`config.mk`:
```
export PLATFORM = sky130hd
export DESIGN_NAME = bcd_counter_chain
export DESIGN_NICKNAME = d
export VERILOG_FILES = /design/src/rtl/timer_pkg.sv /design/src/rtl/bcd_digit.sv /design/src/rtl/bcd_counter_chain.sv
export SDC_FILE = /design/constraint.sdc
export NUM_CORES = 1
export LEC_CHECK = 0
export BUFFER_PORTS_ARGS = -buffer_cell sky130_fd_sc_hd__buf_4
export CORE_UTILIZATION = 40
export CTS_CLUSTER_SIZE = 16
export DETAILED_ROUTE_END_ITERATION = 8
export GPL_ROUTABILITY_DRIVEN = 0
export HOLD_SLACK_MARGIN = 0.05
export SYNTH_ARGS = -nofsm -noshare
export SYNTH_HDL_FRONTEND = slang
export SYNTH_SLANG_ARGS = --single-unit
```
`constraint.sdc`:
```
create_clock -name clk -period 1.69 [get_ports clk]
set_input_delay 0.0845 -clock clk [delete_from_list [all_inputs] [get_ports clk]]
set_output_delay 0.0845 -clock clk [all_outputs]
set_load 0.02 [all_outputs]
```
`src/rtl/timer_pkg.sv`:
```
`default_nettype none
// ============================================================================
//  Module      : timer_pkg
//  Description : Shared constants and digit-packing helpers for the timer
//                datapath (BCD counter chain, display decoders, timer FSM).
//  Revision    : 1.0 - initial release
// ============================================================================
package timer_pkg;

  // Width of one packed BCD digit
  localparam int BCD_W   = 4;
  // Largest legal value of a BCD digit
  localparam int BCD_MAX = 9;
  // Modulus of an ordinary (non-MSD) digit
  localparam int BCD_MOD = BCD_MAX + 1;

  // Bit position of the least-significant bit of digit i in a packed bus
  function automatic int digit_lsb(input int i);
    return i * BCD_W;
  endfunction

endpackage : timer_pkg
`default_nettype wire

```
`src/rtl/bcd_digit.sv`:
```
`default_nettype none
// ============================================================================
//  Module      : bcd_digit
//  Description : One BCD digit register with a configurable modulus, up/down
//                stepping, parallel load with clamp to modulus-1, and
//                combinational at_min / at_max boundary flags.
//  Revision    : 1.0 - initial release
// ============================================================================
module bcd_digit
  import timer_pkg::*;
#(
  parameter int MOD = 10
) (
  input  logic             clk,
  input  logic             clearn,
  input  logic             step,
  input  logic             up,
  input  logic             ld,
  input  logic [BCD_W-1:0] din,
  output logic [BCD_W-1:0] q,
  output logic             at_min,
  output logic             at_max
);

  localparam logic [BCD_W-1:0] MAX_V = BCD_W'(MOD - 1);

  logic [BCD_W-1:0] q_d;
  logic [BCD_W-1:0] q_q;

  // Next digit value: load (clamped) has priority over a step
  always_comb begin
    q_d = q_q;
    if (ld) begin
      q_d = (din > MAX_V) ? MAX_V : din;
    end else if (step) begin
      if (up) begin
        q_d = (q_q == MAX_V) ? '0 : q_q + BCD_W'(1);
      end else begin
        q_d = (q_q == '0) ? MAX_V : q_q - BCD_W'(1);
      end
    end
  end

  // Digit register, cleared asynchronously
  always_ff @(posedge clk or negedge clearn) begin
    if (!clearn) begin
      q_q <= '0;
    end else begin
      q_q <= q_d;
    end
  end

  assign q      = q_q;
  assign at_min = (q_q == '0);
  assign at_max = (q_q == MAX_V);

endmodule : bcd_digit
`default_nettype wire

```
`src/rtl/bcd_counter_chain.sv`:
```
`default_nettype none
// ============================================================================
//  Module      : bcd_counter_chain
//  Description : DIGITS cascaded BCD digits counting up or down, with a
//                configurable most-significant-digit modulus, saturate/wrap
//                end mode, combinational end/terminal-count flags and a
//                sticky completion flag.
//  Revision    : 1.0 - initial release
// ============================================================================
module bcd_counter_chain
  import timer_pkg::*;
#(
  parameter int DIGITS  = 4,
  parameter int MSD_MOD = 10
) (
  input  logic                      clk,
  input  logic                      clearn,
  input  logic [BCD_W*DIGITS-1:0]   in,
  input  logic                      load,
  input  logic                      en,
  input  logic                      up,
  input  logic                      hold,
  output logic [BCD_W*DIGITS-1:0]   count,
  output logic                      count_end,
  output logic                      tc,
  output logic                      done
);

  logic [DIGITS-1:0] at_min;
  logic [DIGITS-1:0] at_max;
  logic [DIGITS-1:0] boundary;
  logic [DIGITS-1:0] step;
  logic              done_d;
  logic              done_q;

  // Per-digit step enables; the carry ripples combinationally through every
  // digit in one cycle. Saturate mode simply suppresses the step at the end.
  always_comb begin
    boundary  = up ? at_max : at_min;
    count_end = &boundary;
    tc        = en & count_end;
    step      = '0;
    step[0]   = en & ~load & ~(hold & count_end);
    for (int i = 1; i < DIGITS; i++) begin
      step[i] = step[i-1] & boundary[i-1];
    end
  end

  // Sticky completion: load clears, reaching the end while enabled sets
  always_comb begin
    done_d = done_q;
    if (load) begin
      done_d = 1'b0;
    end else if (en && count_end) begin
      done_d = 1'b1;
    end
  end

  // Completion flag register
  always_ff @(posedge clk or negedge clearn) begin
    if (!clearn) begin
      done_q <= 1'b0;
    end else begin
      done_q <= done_d;
    end
  end

  assign done = done_q;

  // Digit array; only the top digit uses the MSD modulus
  for (genvar i = 0; i < DIGITS; i++) begin : g_digit
    localparam int MOD = (i == DIGITS - 1) ? MSD_MOD : BCD_MOD;
    bcd_digit #(
      .MOD (MOD)
    ) u_digit (
      .clk    (clk),
      .clearn (clearn),
      .step   (step[i]),
      .up     (up),
      .ld     (load),
      .din    (in[digit_lsb(i) +: BCD_W]),
      .q      (count[digit_lsb(i) +: BCD_W]),
      .at_min (at_min[i]),
      .at_max (at_max[i])
    );
  end

endmodule : bcd_counter_chain
`default_nettype wire

```
==> Yosys cells after proc, flatten, opt, wreduce, memory -nomap -nowiden <==
Cells that the tools add are included.
{ "totals": {"inputBits": 22, "out_inout_bits": 19, "word_cells": 68, "ff_bits": 17} }
{ "classes": {"n_eq_ne": 4, "addsub": 8, "order_cmp": 4, "n_reduce_logical": 11, "bitwise": 9, "mux": 27} }
{ "op_table": {"columns": ["op", "n"], "rows": [
  ["$mux W4", 25],
  ["$add A4 B1 Y4 const B", 4],
  ["$eq A4 B4 Y1 const B", 4],
  ["$gt A4 B4 Y1 const B", 4],
  ["$logic_not A4 Y1", 4],
  ["$sub A4 B1 Y4 const B", 4],
  ["$reduce_bool A2 Y1", 5],
  ["$and A1 B1 Y1", 7],
  ["$reduce_and A4 Y1", 1],
  ["$mux W1", 2],
  ["$not A1 Y1", 2],
  ["$logic_and A1 B1 Y1", 1]
]} }

==> Longest topological paths before layout <==
Gate-level depths: netlist of run 1.
{ "logic_depth": {"word_depth": 11, "ltp_mapped": 8, "mapped_depth_nobuf": 5} }

==> Cells and area by module <==
From an unflattened synthesis of run 1, not the netlist that was laid out.
{ "hier_totals": {"hier_cells": 197, "hier_area_um2": 1739.2} }
{ "modules_own_cells": {"columns": ["module", "area_each_um2", "seq_area_each_um2", "cells_each", "instances"], "rows": [
  ["bcd_digit", 392.9, 100.1, 44, 4],
  ["bcd_counter_chain", 167.7, 25.0, 21, 1]
]} }

==> Least setup slack after synthesis of run 1 <==
Ideal clock, no wire load.
{ "synth_path": {"path_kind": "register to output", "startpoint": "reg g_digit[2].u_digit.q_q[3]", "endpoint": "out tc", "path_buffers": 1, "path_stages_with_launch": 6, "t_required_ns": 1.605, "arrival_ns": 2.162, "slack_ns": -0.556, "path_cell_list": "dfrtp_1 > buf_2 > and3_1 > o21ai_2 > nor4_1 > and2_1"} }
{ "synth_via": {"elab_chain_cells": 4, "elab_cells_between_ends": 5, "classes_between": "1 x eq/ne; 1 x mux; 1 x bitwise; 2 x reduce/logical"} }
{ "synth_rtl": {"columns": ["item", "line_no", "rtl"], "rows": [
  ["from (decl)", "bcd_digit.sv:28", "logic [BCD_W-1:0] q_q;"],
  ["from (signal assigned)", "bcd_digit.sv:49", "q_q <= q_d;"],
  ["$eq A4 B4 Y1 / $logic_not A4 Y1 (equally long branches)", "bcd_digit.sv:55, bcd_digit.sv:54", null],
  ["$mux W4 (*)", "bcd_counter_chain.sv:39", "boundary = up ? at_max : at_min;"],
  ["$reduce_and A4 Y1 (*)", "bcd_counter_chain.sv:40", "count_end = &boundary;"],
  ["via count_end", "bcd_counter_chain.sv:24", "output logic count_end,"],
  ["$and A1 B1 Y1 (*)", "bcd_counter_chain.sv:41", "tc = en & count_end;"],
  ["to (decl)", "bcd_counter_chain.sv:25", "output logic tc,"]
]} }
The timed path passes the listed nets; every way through them passes the cells marked *.

==> Final worst setup path of run 1 <==
{ "layout_path": {"startpoint": "reg g_digit[1].u_digit.q_q[0]", "endpoint": "out tc"} }
{ "layout_via": {"elab_chain_cells": 4, "elab_cells_between_ends": 5, "classes_between": "1 x eq/ne; 1 x mux; 1 x bitwise; 2 x reduce/logical"} }
{ "layout_rtl": {"columns": ["item", "line_no"], "rows": [
  ["from (decl)", "bcd_digit.sv:28"],
  ["from (signal assigned)", "bcd_digit.sv:49"],
  ["$eq A4 B4 Y1 / $logic_not A4 Y1 (equally long branches)", "bcd_digit.sv:55, bcd_digit.sv:54"],
  ["$mux W4 (*)", "bcd_counter_chain.sv:39"],
  ["$reduce_and A4 Y1 (*)", "bcd_counter_chain.sv:40"],
  ["$and A1 B1 Y1 (*)", "bcd_counter_chain.sv:41"]
]} }
Every way passes the cells marked *; elsewhere a longest branch is shown, timed or not.

==> results.cfg, run 1 <==
[sta]
worst_slew_pin_slew_ps = 390
period_minus_slack_ps = 1780
fmax_mhz = 561
setup_viol = 5
whs_ps = 64.2
rsz0062_at_grt = yes
final_hold_viol_count = 0
setup_tns_ps = -227
finalClockSkew_ps = 0.680
period_share_pct = 106
report.final.slew_viol_count = 0
slew_headroom_pct = 73.9
layout_setup_ws_ps = -93.1

[setup_path]
path_buf_inv = 2
r2r_cells = 6
cp_common_cell = buf_6
worst-path-stages = 6
slowest_stage = dfrtp_1
critPathRequiredTime_ps = 1610
path_cells = nor3_4 > o21ai_4 > buf_6 > nor4_4 > and2_4 > buf_6
cp_top_family = simple AND/OR/NAND/NOR gates
endpoint = tc
cp-startpoint = g_digit[1].u_digit.q[0]$_DFFE_PN0P_
r2r-start = g_digit[1].u_digit.q[0]$_DFFE_PN0P_
cp.arrival_ps = 1700
path_class = flip-flop to output pin
ff2ff_setup_slack_ps = -60
crit_fanout = 3
slowest_delay_ps = 410
timing.rr.end = g_digit[0].u_digit.q[3]$_DFFE_PN0P_
cp-start-kind = flip-flop
end_kind = output pin

[floorplanning]
die_width_um = 68.1
pin_count = 41
start_util_pct = 42.7
core-area_um2 = 4090
die_y_um = 68.1
dieArea_um2 = 4630
rows = 23

[synthesis]
synthXorXnorAreaFrac_pct = 4.51
post-synth-top-area-fraction_pct = 24.4
synth_top_family_by_area = compound AO/OA/AOI/OAI gates
async_reset_ff_share_pct = 100
ys_ff_latch = 17
synth_edf_count = 0
yosysTopAreaCell = dfrtp_1
syn-num-nets = 239
synth_compound_area_share_pct = 30.8
synth_fa_ha_area_share_pct = 0
synth_ff_type = dfrtp_1
syn_inst = 217
ys_types = 55
synthMuxAreaShare_pct = 4.58
yosysSeqAreaShare_pct = 24.4
yosys-top-cells-area = dfrtp_1 24%, o21ai_0 6.6%, mux2i_1 4.6%, nand2_1 3.2%, nand3b_1 3.0%
yosys.area_share.simple_pct = 27.7
syn_area_per_cell_um2 = 8.05
netlist_area_um2 = 1750
ys_warn_count = 0

[global_route]
grt_util_met2_pct = 31.1
grt_busiest_layer = met2
use_met1_pct = 27.2
grt_pass1_vias = 1589
grt_pass1_wl_um = 6980
grt_max_degree = 35
use_met3_pct = 3.67
antenna_found_initial = 0
globalRoute.totalOverflow = 0
gr-usage-all-layers_pct = 19.4

[finish]
n_antenna_cell = 0
fill_cells = 373
drive_gt1_share_pct = 42.7
areaGrowthSynthToFinish_pct = 43.6
final_nets = 304
utilization_pct = 61.4

[route]
antenna_left = 0
wire_per_inst_um = 13.0
routed-via-count = 1817
viasPerCell = 5.49
wl_um = 4300
drt-pass1-iter-count = 4
drt-initial-drc-count = 89
drc = 0

[power]
leakage_nw = 1.08
powerDensity_nw_per_um2 = 620
vdd_drop_max_mv = 0.437
total_power_w = 0.00155

[cts]
cts.clk_slew.worst_paths_ps = 70
cts_max_level = 1
root_buffer = clkbuf_8
clockBufferDepth = 2
cts_tree = yes
numCtsBuffers = 3
clk_latency_ps = 250
cts.sinks = 17

[min_path]
hp-class = input pin to flip-flop

[flow_run]
maxCapViolCount = 0

[placement]
pre_cts_ws_ps = -11.6
place_hpwl_um = 3000
portBuffers = 40

[status]
violations = negative setup slack
status = finished with violations
kinds of logic (layout without fill, tap and decap cells):
group,count (synthesis),after routing
AOI/OAI and AO/OA,74,74
xor gates and xnor gates,9,9
buffers and inverters,29,93
DFF,17,17
muxes,8,8
and+or+nand+nor,80,80
cells in the mapped netlist (5+ instances only):
master / instances
nand2_1: 15
inv_1: 5
o21ai_1: 5
nand3b_1: 7
clkbuf_1: 10
mux2i_1: 8
nor2b_1: 5
dfrtp_1: 17
o21a_1: 6
buf_2: 9
nand3_1: 7
nor4_1: 5
o21ai_0: 23
a21oi_1: 5
xnor2_1: 6
nor2_1: 13
worst min path at each step:
stage | end | cells after the start | slack (ps) | from
2_1_floorplan | done$_DFFE_PN0P_ | 0 | -210 | clearn
3_3_place_gp | g_digit[1].u_digit.q[1]$_DFFE_PN0P_ | 1 | -40 | clearn
3_5_place_dp | g_digit[1].u_digit.q[2]$_DFFE_PN0P_ | 1 | -40 | clearn
4_1_cts | g_digit[0].u_digit.q[3]$_DFFE_PN0P_ | 3 | 60 | in[3]
5_1_grt | g_digit[0].u_digit.q[3]$_DFFE_PN0P_ | 3 | 90 | in[3]
6_report | g_digit[0].u_digit.q[3]$_DFFE_PN0P_ | 3 | 60 | in[3]
per-stage QoR:
step / area, µm² / cells
global placement: 2270 / 314
CTS: 2420 / 327
detailed placement: 2270 / 314
floorplan: 1820 / 217
global route: 2510 / 331
finish: 2510 / 331
area by class of cell:
cell class | count | area, µm² | share of cell area (%)
multi-input cells | 171 | 1290 | 51.5
well taps | 50 | 62.6 | 2.49
inverters | 5 | 18.8 | 0.748
flip-flops and latches | 17 | 429 | 17.1
repair buffers | 84 | 661 | 26.3
clock buffers | 4 | 45.0 | 1.80
cells in the final DEF, fill, tap and decap left out, types with 2 or more instances in the layout:
master	netlist	final
nor2_1	13	11
a22oi_1	2	2
nor2_2	1	2
a221oi_1	2	2
dfrtp_2	0	3
o22ai_1	4	4
and2_1	3	2
nor3_1	3	3
o21ai_1	5	10
nor2b_1	5	5
nor4_1	5	2
o211ai_1	3	3
o21a_1	6	6
clkbuf_8	0	3
nor3_4	0	3
a21oi_1	5	4
o21ai_2	3	3
buf_6	2	6
nand3b_1	7	7
nand3_1	7	7
nand2b_1	3	3
nor4_2	0	2
and3b_1	2	2
and4b_1	2	2
nor4_4	1	2
and3_4	1	3
buf_4	1	75
o221ai_1	2	2
nand2_1	15	15
a31oi_1	2	2
a221o_1	2	2
a31o_2	2	2
inv_1	5	5
mux2i_1	8	8
xor2_1	3	3
dlygate4sd3_1	0	3
o21ai_0	23	17
dfrtp_1	17	14
xnor2_1	6	6
sequential cells by signal, indices dropped and copies added, names as in the netlist:
signal and count:
g_digit.u_digit.q 16, done 1
power by group:
group,internal [W],leakage [nW],switching [W]
sequential,0.000447,0.209,0.0000417
combinational,0.000368,0.850,0.000393
clock,0.000167,0.0228,0.000137
total,0.000983,1.08,0.000572
worst reg2reg max path: stages (launching register included):
cell     delay [ps]
dfrtp_1         410
nor3_4          240
o21ai_4         110
buf_6           130
o41ai_4         430
mux2i_1         230
o21ai_1          80
what timing repair did:
action                                  4_1_cts  5_1_grt
resized for setup                             7       16
buffers inserted                              6        5
pin swaps                                     8       15
endpoints found under the hold margin        19        0
hold buffers                                  3        0
endpoints found under the setup margin        4       17
routing by layer:
metal	vias up	part of all wire (%)
met3	4	3.6
met4	0	0.49
met5	-	0
met1	846	50
met2	33	46
li1	934	-
(Power assumes the default switching activity.)
==> run 2: changes to the inputs <==
- SKIP_LAST_GASP: default -> 1
- TNS_END_PERCENT: default -> 1
==> run 2 against run 1 <==
  * The flow still finishes with violations (negative setup slack)
  * Worst setup slack got worse by 15 ps
  * Maximum frequency down 0.83%
  * Total power decreased by 2.1%
  * First-iteration DRC count increased by 49%
  * Cell count decreased by 0.60%
  * Clock power about the same
  * Final area fell by 3.8%
  * Clock-buffer cell count did not move
  * Worst hold slack worse by 0.88 ps
  * Critical path type unchanged
  * Critical endpoint unchanged
  * Largest cell class unchanged
==> results.cfg, run 2 (synthesis results as in run 1) <==
[power]
powerDensity_nw_per_um2 = 631
leakage_nw = 1.05
vdd_drop_max_mv = 0.433

[finish]
largest_reg_flops = 16
regArea_um2 = 428
final_cell_mix = 76 x buf_4, 23 x o21ai_0, 15 x nand2_1, 15 x dfrtp_1, 11 x nor2_1
final_area_um2 = 2410
drive_gt1_share_pct = 39.4
fill_cells = 392
n_antenna_cell = 0
layoutNonFillerInstCount = 329
final_common_cell = buf_4
multi_input_area_um2 = 1220
final_nets = 302
areaGrowthSynthToFinish_pct = 38.1

[global_route]
globalRoute.totalOverflow = 0
grt_pass1_vias = 1485
gr-usage-all-layers_pct = 19.1
grt_max_degree = 35
antenna_found_initial = 0
grt_pass1_wl_um = 6810

[route]
viasPerCell = 5.50
wl_um = 4240
drt-pass1-iter-count = 4
drc = 0
drt-initial-drc-count = 133
wire_per_inst_um = 12.9
antenna_left = 0
routed-via-count = 1810

[sta]
worst_slew_pin_slew_ps = 398
period_minus_slack_ps = 1800
rsz0062_at_grt = yes
period_share_pct = 106
setup_tns_ps = -406
final_hold_viol_count = 0
slew_headroom_pct = 73.2
finalClockSkew_ps = 3.99
setup_viol = 7
fmax_mhz = 556
layout_setup_ws_ps = -108
report.final.slew_viol_count = 0

[cts]
cts.clk_slew.worst_paths_ps = 70
cts.sinks = 17
root_buffer = clkbuf_8
clk_latency_ps = 250
clockBufferDepth = 2
cts_tree = yes
numCtsBuffers = 3
cts_max_level = 1

[setup_path]
end_kind = output pin
path_class = flip-flop to output pin
crit_fanout = 3
cp-start-kind = flip-flop
cp.arrival_ps = 1710
critPathRequiredTime_ps = 1610

[floorplanning]
start_util_pct = 42.7
dieArea_um2 = 4630
core-area_um2 = 4090
pin_count = 41
rows = 23
die_y_um = 68.1
die_width_um = 68.1

[placement]
place_inst = 314
portBuffers = 40
dpl_cell_area_um2 = 2250
place_hpwl_um = 2990

[flow_run]
maxCapViolCount = 0

[status]
violations = negative setup slack
status = finished with violations

[min_path]
hp-class = input pin to flip-flop
-- run 2: stage by stage --
step                      hold WS, ps  worst slack [ps]  util (%)  power, W
after detailed placement        -33.8             -38.4      55.1   0.00118
final                            63.3              -108      59.0   0.00152
after CTS                        61.9              -112      58.8   0.00153
after global placement          -34.2             -8.79      55.1   0.00118
after global routing             73.5              -194      59.0   0.00163
after floorplan                  -211              -129         -  0.000938
-- run 2: area by class of cell --
| class | count | area share [%] |
|---|---|---|
| multi-input cells | 171 | 50.7 |
| repair buffers | 82 | 26.3 |
| flip-flops and latches | 17 | 17.7 |
| well taps | 50 | 2.59 |
| clock buffers | 4 | 1.87 |
| inverters | 5 | 0.778 |
-- run 2: power by group --
part | internal (W) | total (W) | switching [W]
Clock | 0.000167 | 0.000304 | 0.000137
Sequential | 0.000447 | 0.000482 | 0.0000353
Combinational | 0.000354 | 0.000736 | 0.000382
-- run 2: repair_timing --
item                                    in CTS  in global routing
setup buffers                                7                  1
pin swaps                                    6                  4
endpoints found under the hold margin       19                  0
hold buffers                                 3                  0
endpoints found under the setup margin       5                 17
resized for setup                            6                  1
-- run 2: worst paths after layout --
kind                                                          start                                  end  slack [ps]  cells after the start
worst max-delay path            g_digit[0].u_digit.q[0]$_DFFE_PN0P_                                   tc        -110                      6
worst min-delay path                                          in[3]  g_digit[0].u_digit.q[3]$_DFFE_PN0P_          60                      3
worst max register to register  g_digit[3].u_digit.q[3]$_DFFE_PN0P_  g_digit[3].u_digit.q[0]$_DFFE_PN0P_         -80                      6
worst min register to register                     done$_DFFE_PN0P_                     done$_DFFE_PN0P_         510                      2
max in group asynchronous                                    clearn  g_digit[3].u_digit.q[0]$_DFFE_PN0P_        1230                      2
min in group asynchronous                                    clearn  g_digit[0].u_digit.q[1]$_DFFE_PN0P_         240                      2
-- run 2: metal layers --
| metal | track usage (%) | routed length, µm |
|---|---|---|
| met5 | 0 | 0 |
| met4 | 3.39 | 23 |
| met3 | 3.67 | 194 |
| met2 | 30.1 | 1980 |
| met1 | 27.1 | 2040 |
-- run 2: worst max-delay path: stages (launching register included) --
cell	delay, ps
dfrtp_1	400
nor3_2	220
o21ai_2	100
buf_4	150
nor4_4	290
and2_4	190
buf_6	110
==> run 3: changes to the inputs <==
- CTS_BUF_LIST: default -> sky130_fd_sc_hd__clkbuf_16
==> run 3 against run 2 <==
  * The flow still finishes with violations (negative setup slack)
  * First-iteration DRC count down 12%
  * Worst hold slack worse by 4.5 ps
  * Sequential share of layout area down 0.65 points
  * Utilization up 2.2 points
  * Global-route usage up 0.61 points
  * Critical endpoint unchanged
  * Critical path type unchanged
  * Final area up 3.8%
  * Total power up 12%
  * Non-clock buffer count up 3
  * Critical path depth unchanged
==> results.cfg, run 3 (synthesis results as in run 1) <==
[status]
status = finished with violations
violations = negative setup slack

[power]
powerDensity_nw_per_um2 = 681
vdd_drop_max_mv = 0.602
p_sw_share_pct = 33.7
seqPwrFrac_pct = 28.5
leakage_nw = 1.10
p_comb_share_pct = 44.5
p_int_w = 0.00113
pwr-share-clk_pct = 27.0
p_sw_w = 0.000576

[placement]
portBuffers = 40
place_hpwl_um = 2990

[min_path]
hp-class = input pin to flip-flop

[cts]
cts_max_level = 1
clockBufferDepth = 2
root_buffer = clkbuf_16
clk_latency_ps = 240
numCtsBuffers = 3
cts.sinks = 17
cts_tree = yes
cts.clk_slew.worst_paths_ps = 50

[setup_path]
end_kind = output pin
cp.arrival_ps = 1710
ff2ff_setup_slack_ps = -90
slowest_stage = dfrtp_1
path_buf_inv = 2
slowest_delay_ps = 420
cp-start-kind = flip-flop
path_cells = nor3_4 > o21ai_4 > buf_6 > nor4_4 > and2_4 > buf_6
endpoint = tc
path_class = flip-flop to output pin
cp_common_cell = buf_6
timing.rr.end = g_digit[0].u_digit.q[1]$_DFFE_PN0P_
crit_fanout = 3
cp-startpoint = g_digit[1].u_digit.q[0]$_DFFE_PN0P_
critPathRequiredTime_ps = 1610
r2r-start = g_digit[2].u_digit.q[0]$_DFFE_PN0P_
r2r_cells = 7
cp_top_family = simple AND/OR/NAND/NOR gates
worst-path-stages = 6

[global_route]
grt_util_met2_pct = 31.7
globalRoute.totalOverflow = 0
grt_pass1_vias = 1528
grt_busiest_layer = met2
use_met3_pct = 3.67
grt_pass1_wl_um = 7000
antenna_found_initial = 0
use_met1_pct = 27.5
grt_max_degree = 35
gr-usage-all-layers_pct = 19.7

[flow_run]
maxCapViolCount = 0

[finish]
final_cell_mix = 77 x buf_4, 22 x o21ai_0, 15 x nand2_1, 15 x dfrtp_1, 11 x nor2_1
final_nets = 305
fill_cells = 373
n_antenna_cell = 0
largest_reg_flops = 16
drive_gt1_share_pct = 40.4
utilization_pct = 61.3
areaGrowthSynthToFinish_pct = 43.3
final_common_cell = buf_4

[floorplanning]
core-area_um2 = 4090
start_util_pct = 42.7
die_y_um = 68.1
die_width_um = 68.1
pin_count = 41
rows = 23
dieArea_um2 = 4630

[route]
drt-pass1-iter-count = 4
viasPerCell = 5.53
drc = 0
antenna_left = 0
wl_um = 4350
drt-initial-drc-count = 117
routed-via-count = 1837
wire_per_inst_um = 13.1

[sta]
final_hold_viol_count = 0
setup_tns_ps = -502
report.final.slew_viol_count = 0
setup_viol = 10
slew_headroom_pct = 73.6
period_minus_slack_ps = 1800
finalClockSkew_ps = 3.09
layout_setup_ws_ps = -109
fmax_mhz = 556
worst_slew_pin_slew_ps = 392
rsz0062_at_grt = yes
period_share_pct = 106
[run 3: power groups by stage]
stage          Clock [W]  Combinational [W]  Sequential [W]
6_report        0.000460           0.000759        0.000487
5_1_grt         0.000496           0.000828        0.000491
4_1_cts         0.000472           0.000751        0.000485
3_5_place_dp           0           0.000693        0.000489
3_3_place_gp           0           0.000692        0.000487
2_1_floorplan          0           0.000400        0.000538
[run 3: area by class of cell]
type | instances | area (µm²) | area share (%)
tap | 50 | 62.6 | 2.50
inverter | 5 | 18.8 | 0.750
clock buffer | 3 | 75.1 | 3.00
multi-input combinational | 171 | 1240 | 49.6
sequential | 17 | 428 | 17.1
timing repair buffer | 85 | 674 | 26.9
clock inverter | 1 | 3.75 | 0.150
[run 3: worst min path at each step]
stage           start                                   to  slack (ps)  cells after the start
2_1_floorplan  clearn                     done$_DFFE_PN0P_        -210                      0
3_3_place_gp   clearn  g_digit[1].u_digit.q[1]$_DFFE_PN0P_         -30                      1
3_5_place_dp   clearn  g_digit[1].u_digit.q[1]$_DFFE_PN0P_         -30                      1
4_1_cts        in[11]  g_digit[2].u_digit.q[2]$_DFFE_PN0P_          60                      2
5_1_grt        in[11]  g_digit[2].u_digit.q[2]$_DFFE_PN0P_          70                      2
6_report       in[11]  g_digit[2].u_digit.q[2]$_DFFE_PN0P_          60                      2
[run 3: per-layer routing]
| layer | share of wire [%] | wire length (µm) | vias to the layer above |
|---|---|---|---|
| li1 | - | - | 932 |
| met1 | 49 | 2110 | 861 |
| met2 | 47 | 2040 | 42 |
| met3 | 4.1 | 179 | 2 |
| met4 | 0.32 | 14 | 0 |
| met5 | 0 | 0 | - |
[run 3: timing repair]
item	4_1_cts	5_1_grt
buffers inserted	11	1
pin swaps	9	5
hold endpoints to repair	18	0
resized for setup	10	3
hold buffers	2	0
endpoints found under the setup margin	5	18
[run 3: through the flow]
stage / cells / hold slack (ps) / instance area, µm² / worst slack [ps] / power (W)
finish: 332 / 58.9 / 2500 / -109 / 0.00171
global route: 332 / 65.2 / 2500 / -200 / 0.00181
CTS: 331 / 58.9 / 2490 / -68.6 / 0.00171
detailed placement: 314 / -33.8 / 2250 / -38.4 / 0.00118
global placement: 314 / -34.2 / 2250 / -8.79 / 0.00118
floorplan: 217 / -211 / 1790 / -129 / 0.000938
